File: src/rtl/mult_pkg.sv
// mult_pkg
//   Shared constants and types for the array-multiplier issue/collect slice.
//   MULT_N   : operand width; products are 2*MULT_N bits wide.
//   MULT_LAT : cycles from operand load (ea/eb) to a valid product on p_out.
//   operand_t / product_t : unsigned operand and product containers.
package mult_pkg;

  localparam int MULT_N   = 8;
  localparam int MULT_LAT = 2;

  typedef logic [MULT_N-1:0]   operand_t;
  typedef logic [2*MULT_N-1:0] product_t;

endpackage

File: src/rtl/mult_issue_ctrl_result_fifo.sv
// result_fifo
//   In-order FIFO with a registered head output. There is no bypass: a word
//   pushed into an empty FIFO becomes visible on dout the following cycle.
//   dout holds steady while the head is not popped.
//
// Ports
//   clk   in   clock, rising edge
//   rst   in   synchronous active-high reset (pointers, count, dout)
//   push  in   write din this cycle
//   din   in   WIDTH-bit write data
//   pop   in   retire the head entry (ignored when empty)
//   dout  out  WIDTH-bit registered head entry
//   empty out  no entries stored
//   full  out  DEPTH entries stored
//   count out  number of entries stored
module result_fifo
  import mult_pkg::*;
#(
  parameter int WIDTH = 2 * MULT_N,
  parameter int DEPTH = 4
) (
  input  logic                         clk,
  input  logic                         rst,
  input  logic                         push,
  input  logic [WIDTH-1:0]             din,
  input  logic                         pop,
  output logic [WIDTH-1:0]             dout,
  output logic                         empty,
  output logic                         full,
  output logic [$clog2(DEPTH+1)-1:0]   count
);

  localparam int PTR_W = (DEPTH > 1) ? $clog2(DEPTH) : 1;
  localparam int CNT_W = $clog2(DEPTH + 1);
  localparam logic [CNT_W-1:0] CNT_FULL = CNT_W'(DEPTH);
  localparam logic [PTR_W-1:0] PTR_LAST = PTR_W'(DEPTH - 1);

  // Pointer advance with wrap at DEPTH, so non-power-of-two depths work.
  function automatic logic [PTR_W-1:0] ptr_inc(input logic [PTR_W-1:0] p);
    return (p == PTR_LAST) ? '0 : p + PTR_W'(1);
  endfunction

  logic [WIDTH-1:0] mem [DEPTH];
  logic [PTR_W-1:0] wr_ptr;
  logic [PTR_W-1:0] rd_ptr;
  logic [PTR_W-1:0] rd_ptr_n;
  logic [CNT_W-1:0] cnt;
  logic [CNT_W-1:0] cnt_after_pop;
  logic             pop_ok;
  logic             head_from_din;
  logic             head_load;

  assign empty  = (cnt == '0);
  assign full   = (cnt == CNT_FULL);
  assign count  = cnt;
  assign pop_ok = pop && !empty;

  // The head register is loaded with whatever will sit at the read pointer
  // after this edge. If the FIFO drains to nothing and a push lands in the
  // same cycle, that new word is the head; otherwise it is already in mem.
  // When nothing is left at all, dout simply holds its last value.
  always_comb begin
    rd_ptr_n      = pop_ok ? ptr_inc(rd_ptr) : rd_ptr;
    cnt_after_pop = cnt - CNT_W'(pop_ok);
    head_from_din = push && (cnt_after_pop == '0);
    head_load     = head_from_din || (cnt_after_pop != '0);
  end

  always_ff @(posedge clk) begin
    if (push) begin
      mem[wr_ptr] <= din;
    end
  end

  always_ff @(posedge clk) begin
    if (rst) begin
      wr_ptr <= '0;
      rd_ptr <= '0;
      cnt    <= '0;
    end else begin
      if (push) begin
        wr_ptr <= ptr_inc(wr_ptr);
      end
      rd_ptr <= rd_ptr_n;
      case ({push, pop_ok})
        2'b10:   cnt <= cnt + CNT_W'(1);
        2'b01:   cnt <= cnt - CNT_W'(1);
        default: cnt <= cnt;
      endcase
    end
  end

  always_ff @(posedge clk) begin
    if (rst) begin
      dout <= '0;
    end else if (head_load) begin
      dout <= head_from_din ? din : mem[rd_ptr_n];
    end
  end

endmodule

File: src/rtl/mult_issue_ctrl.sv
// mult_issue_ctrl
//   Feeds a registered array multiplier from a valid/ready operand stream and
//   collects its products into a result FIFO. A credit counter (occ) limits
//   in-flight plus stored results to DEPTH, so a product arriving from the
//   multiplier always has a FIFO slot and the push is never gated. A LAT-deep
//   tag pipe marks the cycle in which p_in carries a product to be captured.
//
// Ports
//   clk        in   clock, rising edge
//   rst        in   synchronous active-high reset
//   in_valid   in   operand pair valid
//   in_ready   out  operand pair accepted when in_valid && in_ready
//   in_a/in_b  in   N-bit operands
//   in_keep_a  in   reuse the multiplier's held A (no A load)
//   in_keep_b  in   reuse the multiplier's held B (no B load)
//   ea/eb      out  multiplier operand-register enables
//   data_a/b   out  multiplier operands (pass-through of in_a/in_b)
//   p_in       in   2N-bit registered product from the multiplier
//   res_valid  out  result FIFO non-empty
//   res_ready  in   consumer pops the head when res_valid is high
//   res_data   out  2N-bit registered head product
//   busy       out  any operation in flight or stored
module mult_issue_ctrl
  import mult_pkg::*;
#(
  parameter int N     = MULT_N,
  parameter int LAT   = MULT_LAT,
  parameter int DEPTH = 4
) (
  input  logic           clk,
  input  logic           rst,
  input  logic           in_valid,
  output logic           in_ready,
  input  logic [N-1:0]   in_a,
  input  logic [N-1:0]   in_b,
  input  logic           in_keep_a,
  input  logic           in_keep_b,
  output logic           ea,
  output logic           eb,
  output logic [N-1:0]   data_a,
  output logic [N-1:0]   data_b,
  input  logic [2*N-1:0] p_in,
  output logic           res_valid,
  input  logic           res_ready,
  output logic [2*N-1:0] res_data,
  output logic           busy
);

  localparam int OCC_W = $clog2(DEPTH + 1);
  localparam logic [OCC_W-1:0] OCC_MAX = OCC_W'(DEPTH);

  logic [OCC_W-1:0] occ;
  logic [OCC_W-1:0] occ_next;
  logic [LAT-1:0]   tag;
  logic             issue;
  logic             pop;
  logic             fifo_push;
  logic             fifo_empty;
  logic             fifo_full;
  logic [OCC_W-1:0] fifo_count;
  logic             fifo_stat_unused;

  // Credit is decoded from the occ register alone; a pop in this cycle frees
  // a slot only from the next cycle, which keeps in_ready off the
  // res_ready -> in_ready combinational path. Holding it low during reset
  // prevents any issue while rst is asserted.
  assign in_ready = !rst && (occ < OCC_MAX);
  assign issue    = in_valid && in_ready;

  assign ea     = issue && !in_keep_a;
  assign eb     = issue && !in_keep_b;
  assign data_a = in_a;
  assign data_b = in_b;

  assign res_valid = !fifo_empty;
  assign pop       = res_valid && res_ready;
  assign busy      = (occ != '0);

  // The oldest tag stage lines up with the cycle p_in holds the product.
  assign fifo_push = tag[LAT-1];

  // full and count are kept for observation only; credit makes the FIFO
  // unable to overflow.
  assign fifo_stat_unused = fifo_full | (|fifo_count);

  always_comb begin
    occ_next = occ;
    case ({issue, pop})
      2'b10:   occ_next = occ + OCC_W'(1);
      2'b01:   occ_next = occ - OCC_W'(1);
      default: occ_next = occ;
    endcase
  end

  // Stage boundary: issue -> tag pipe; reset clears tags so products still
  // inside the multiplier at reset are never captured.
  always_ff @(posedge clk) begin
    if (rst) begin
      occ <= '0;
      tag <= '0;
    end else begin
      occ    <= occ_next;
      tag[0] <= issue;
      for (int i = 1; i < LAT; i++) begin
        tag[i] <= tag[i-1];
      end
    end
  end

  // Stage boundary: p_in -> result FIFO.
  result_fifo #(
    .WIDTH (2 * N),
    .DEPTH (DEPTH)
  ) u_fifo (
    .clk   (clk),
    .rst   (rst),
    .push  (fifo_push),
    .din   (p_in),
    .pop   (pop),
    .dout  (res_data),
    .empty (fifo_empty),
    .full  (fifo_full),
    .count (fifo_count)
  );

endmodule

File: config.mk
export PLATFORM = sky130hd
export DESIGN_NAME = mult_issue_ctrl
export DESIGN_NICKNAME = d
export VERILOG_FILES = /design/src/rtl/mult_pkg.sv /design/src/rtl/mult_issue_ctrl_result_fifo.sv /design/src/rtl/mult_issue_ctrl.sv
export SDC_FILE = /design/constraint.sdc
export NUM_CORES = 1
export LEC_CHECK = 0
export BUFFER_PORTS_ARGS = -buffer_cell sky130_fd_sc_hd__buf_2
export CAP_MARGIN = 15
export CORE_AREA = 3 3 109 132
export DETAILED_ROUTE_END_ITERATION = 8
export DIE_AREA = 0 0 112 135
export PLACE_DENSITY = 0.58
export SLEW_MARGIN = 20
export SYNTH_ARGS = -nofsm -noshare
export SYNTH_HDL_FRONTEND = slang
export SYNTH_SLANG_ARGS = --single-unit
File: constraint.sdc
create_clock -name clk -period 2.46 [get_ports clk]
set_input_delay 0.123 -clock clk [delete_from_list [all_inputs] [get_ports clk]]
set_output_delay 0.123 -clock clk [all_outputs]
set_load 0.1 [all_outputs]
==> qor.yml <==
power:
  swShare_pct: 40.9
  seqPwrFrac_pct: 34.7
  pwr-share-comb_pct: 40.3
  finalPower_uw: 5550
  p_leak_uw: 0.00162
  p_int_uw: 3280
  power_per_cell_area_nw_per_um2: 1220
  power.switching_uw: 2270
  clkPwrFrac_pct: 25.1
  ir_drop_mv: 0.569
clocking:
  cts_resized: 0
  postCtsSetupBuffers: 0
  holdBufCountCts: 0
  cts_root_buf: "clkbuf_16"
  cts_buffer_depth: 2
  tritoncts: "done"
  cts-buffers-inserted: 9
  worst_skew_pair.late_latency_ns: 0.34
  cts.sinks: 92
  htreeDepth: 3
  path_clk_slew_ns: 0.07
setup_path:
  path_max_fanout: 18
  cp_data_required_time_ns: 2.74
  startpoint_type: "flop"
  worstSetupPathType: "reg -> reg"
  cp.arrival_ns: 2.54
  worstSetupStartpoint: "u_fifo.count[2]"
  r2r_start: "u_fifo.count[2]"
  worst_setup_path_end_kind: "flop"
sta:
  holdWs_ns: 0.0126
  skew_ns: 0.00896
  slew_headroom_pct: 67.2
  worstMarginPinSlew_ns: 0.496
  fin_crit_ns: 2.26
  post-route-period-util_pct: 91.8
  finalSetupViolCount: 0
  drv_slew: 0
  finalHoldViolCount: 0
  grt_setup_unrepaired: "no"
  fmax_mhz: 443
  tns_ns: 0
global_routing:
  grt_pass1_vias: 2339
  grt_max_degree: 34
  grt_usage_pct: 10.8
  antenna_found_initial: 0
  grt_pass1_wl_mm: 12.4
  grt_overflow: 0
detailed_routing:
  drc: 0
  highest_layer: "met4"
  ant_nets: 0
  wl_mm: 7.84
  wl_per_cell_microns: 16.5
  first_pass_iters: 4
  dr_wl_met2_mm: 3.79
  wl_met1_mm: 3.42
  drtIter0Drc: 112
  vias_per_cell: 4.57
  vias: 2165
  route.met3.wl_microns: 442
hold_path:
  hp-start: "p_in[5]"
  hp-class: "in -> reg"
floorplan:
  die_h_microns: 135
  initial_utilization_pct: 30.0
  die_area_sq_um: 15100
  core-area_sq_um: 13200
  ios: 75
  row_count: 46
  die_width_microns: 112
synth:
  synth_edf_count: 64
  synth_top_area_share_pct: 48.6
  synth_area_leaders: "edfxtp_1, dfxtp_1, mux2_1, mux2i_1, o221a_1"
  netlist_area_sq_um: 3950
  ys_seq_area_share_pct: 62.8
  netlist_instances: 268
  yosys_most_used_dff: "edfxtp_1"
  async_flop_share_pct: 0
  synthDistinctLibCells: 31
  ys_ff_latch: 92
  syn_area_per_cell_sq_um: 14.8
  yosysWarningCount: 0
  synth_fp_nets: 316
  yosys-top-cells-count: "edfxtp_1, dfxtp_1, mux2_1"
  synth_top_area_cell: "edfxtp_1"
  yosysMostFrequentCell: "edfxtp_1"
finish:
  drive_above_1_share_pct: 27.5
  antenna_cells: 0
  syn2layout_area_growth_pct: 15.4
  layout.nets: 349
place:
  dp_hpwl_mm: 5.22
  port_buffers: 42
  place_congestion: 0.700
flow_run:
  cap_violations: 0
status:
  status: "complete, no violations"
worst max-delay path: stages, from the launching register on:
cell      delay, ns
dfxtp_1        0.36
o31a_4         0.41
ha_1           0.20
xnor2_1        0.14
and3_4         0.34
nand2b_1       0.34
buf_4          0.22
o221a_2        0.19
state kept, by name (all words and copies together) (netlist names):
| register | count |
|---|---|
| u_fifo.wr_ptr | 2 |
| u_fifo.dout | 16 |
| u_fifo.mem | 64 |
| u_fifo.count | 3 |
| tag | 2 |
| u_fifo.rd_ptr | 2 |
| occ | 3 |
per-stage QoR:
| stage | cell area [sq um] | std cells | utilization, % | setup slack (ns) |
|---|---|---|---|---|
| after detailed placement | 4260 | 458 | 32.3 | 0.214 |
| after global routing | 4560 | 474 | 34.6 | 0.127 |
| after global placement | 4260 | 458 | 32.3 | 0.294 |
| after CTS | 4560 | 474 | 34.6 | 0.192 |
| after floorplan | 3970 | 268 | - | 0.303 |
| final | 4560 | 474 | 34.6 | 0.203 |
cell type report:
class / count / area, sq um
Clock inverter: 5 / 62.6
Inverter: 10 / 37.5
Timing Repair Buffer: 53 / 305
Clock buffer: 11 / 243
Multi-Input combinational cell: 135 / 1220
Tap cell: 168 / 210
Fill cell: 1250 / 8620
Sequential cell: 92 / 2480
placed cells by master, fill, tap and decap left out, types with 4 or more instances in the layout:
| master | count |
|---|---|
| inv_1 | 10 |
| mux2_1 | 27 |
| clkbuf_16 | 9 |
| a21oi_1 | 21 |
| ha_1 | 8 |
| xor2_1 | 4 |
| dfxtp_1 | 28 |
| nor2_1 | 11 |
| buf_2 | 42 |
| or3_1 | 4 |
| o221a_2 | 5 |
| mux2i_1 | 18 |
| and2_1 | 4 |
| mux2_2 | 5 |
| o221a_1 | 11 |
| edfxtp_1 | 64 |
| buf_4 | 10 |
cells by family (layout without fill, tap and decap cells):
logic type                 after synthesis  count (layout)  synth area share, %
DFF                                     92              92                 62.8
muxes                                   51              51                 14.2
AOI/OAI and AO/OA                       41              41                 8.13
buffers and inverters                   41              79                 6.61
and+or+nand+nor                         28              28                 3.58
adders and majority gates               10              10                 3.54
xor gates and xnor gates                 5               5                 1.11
per-layer routing:
metal  global-route usage [%]  vias to the layer above
met5                        0                        -
met4                     5.74                        0
met3                     3.90                       18
met2                     17.6                       50
met1                     12.5                     1055
li1                         -                     1042
final timing paths:
path | endpoint | slack (ns) | cells after the start
min | u_fifo.mem[2][5] | 0.01 | 1
min reg2reg | tag[1] | 0.44 | 1
max | u_fifo.dout[7] | 0.20 | 7
max reg2reg | u_fifo.dout[7] | 0.20 | 7
power groups by stage:
stage	Clock (uW)	Sequential (uW)	Combinational, uW
after floorplan	0	2570	1340
final	1390	1920	2230
after detailed placement	0	1960	2250
after global routing	1490	1940	2380
after global placement	0	1960	2180
after CTS	1430	1930	2260
Note: power is estimated with default switching activity, not from simulation.
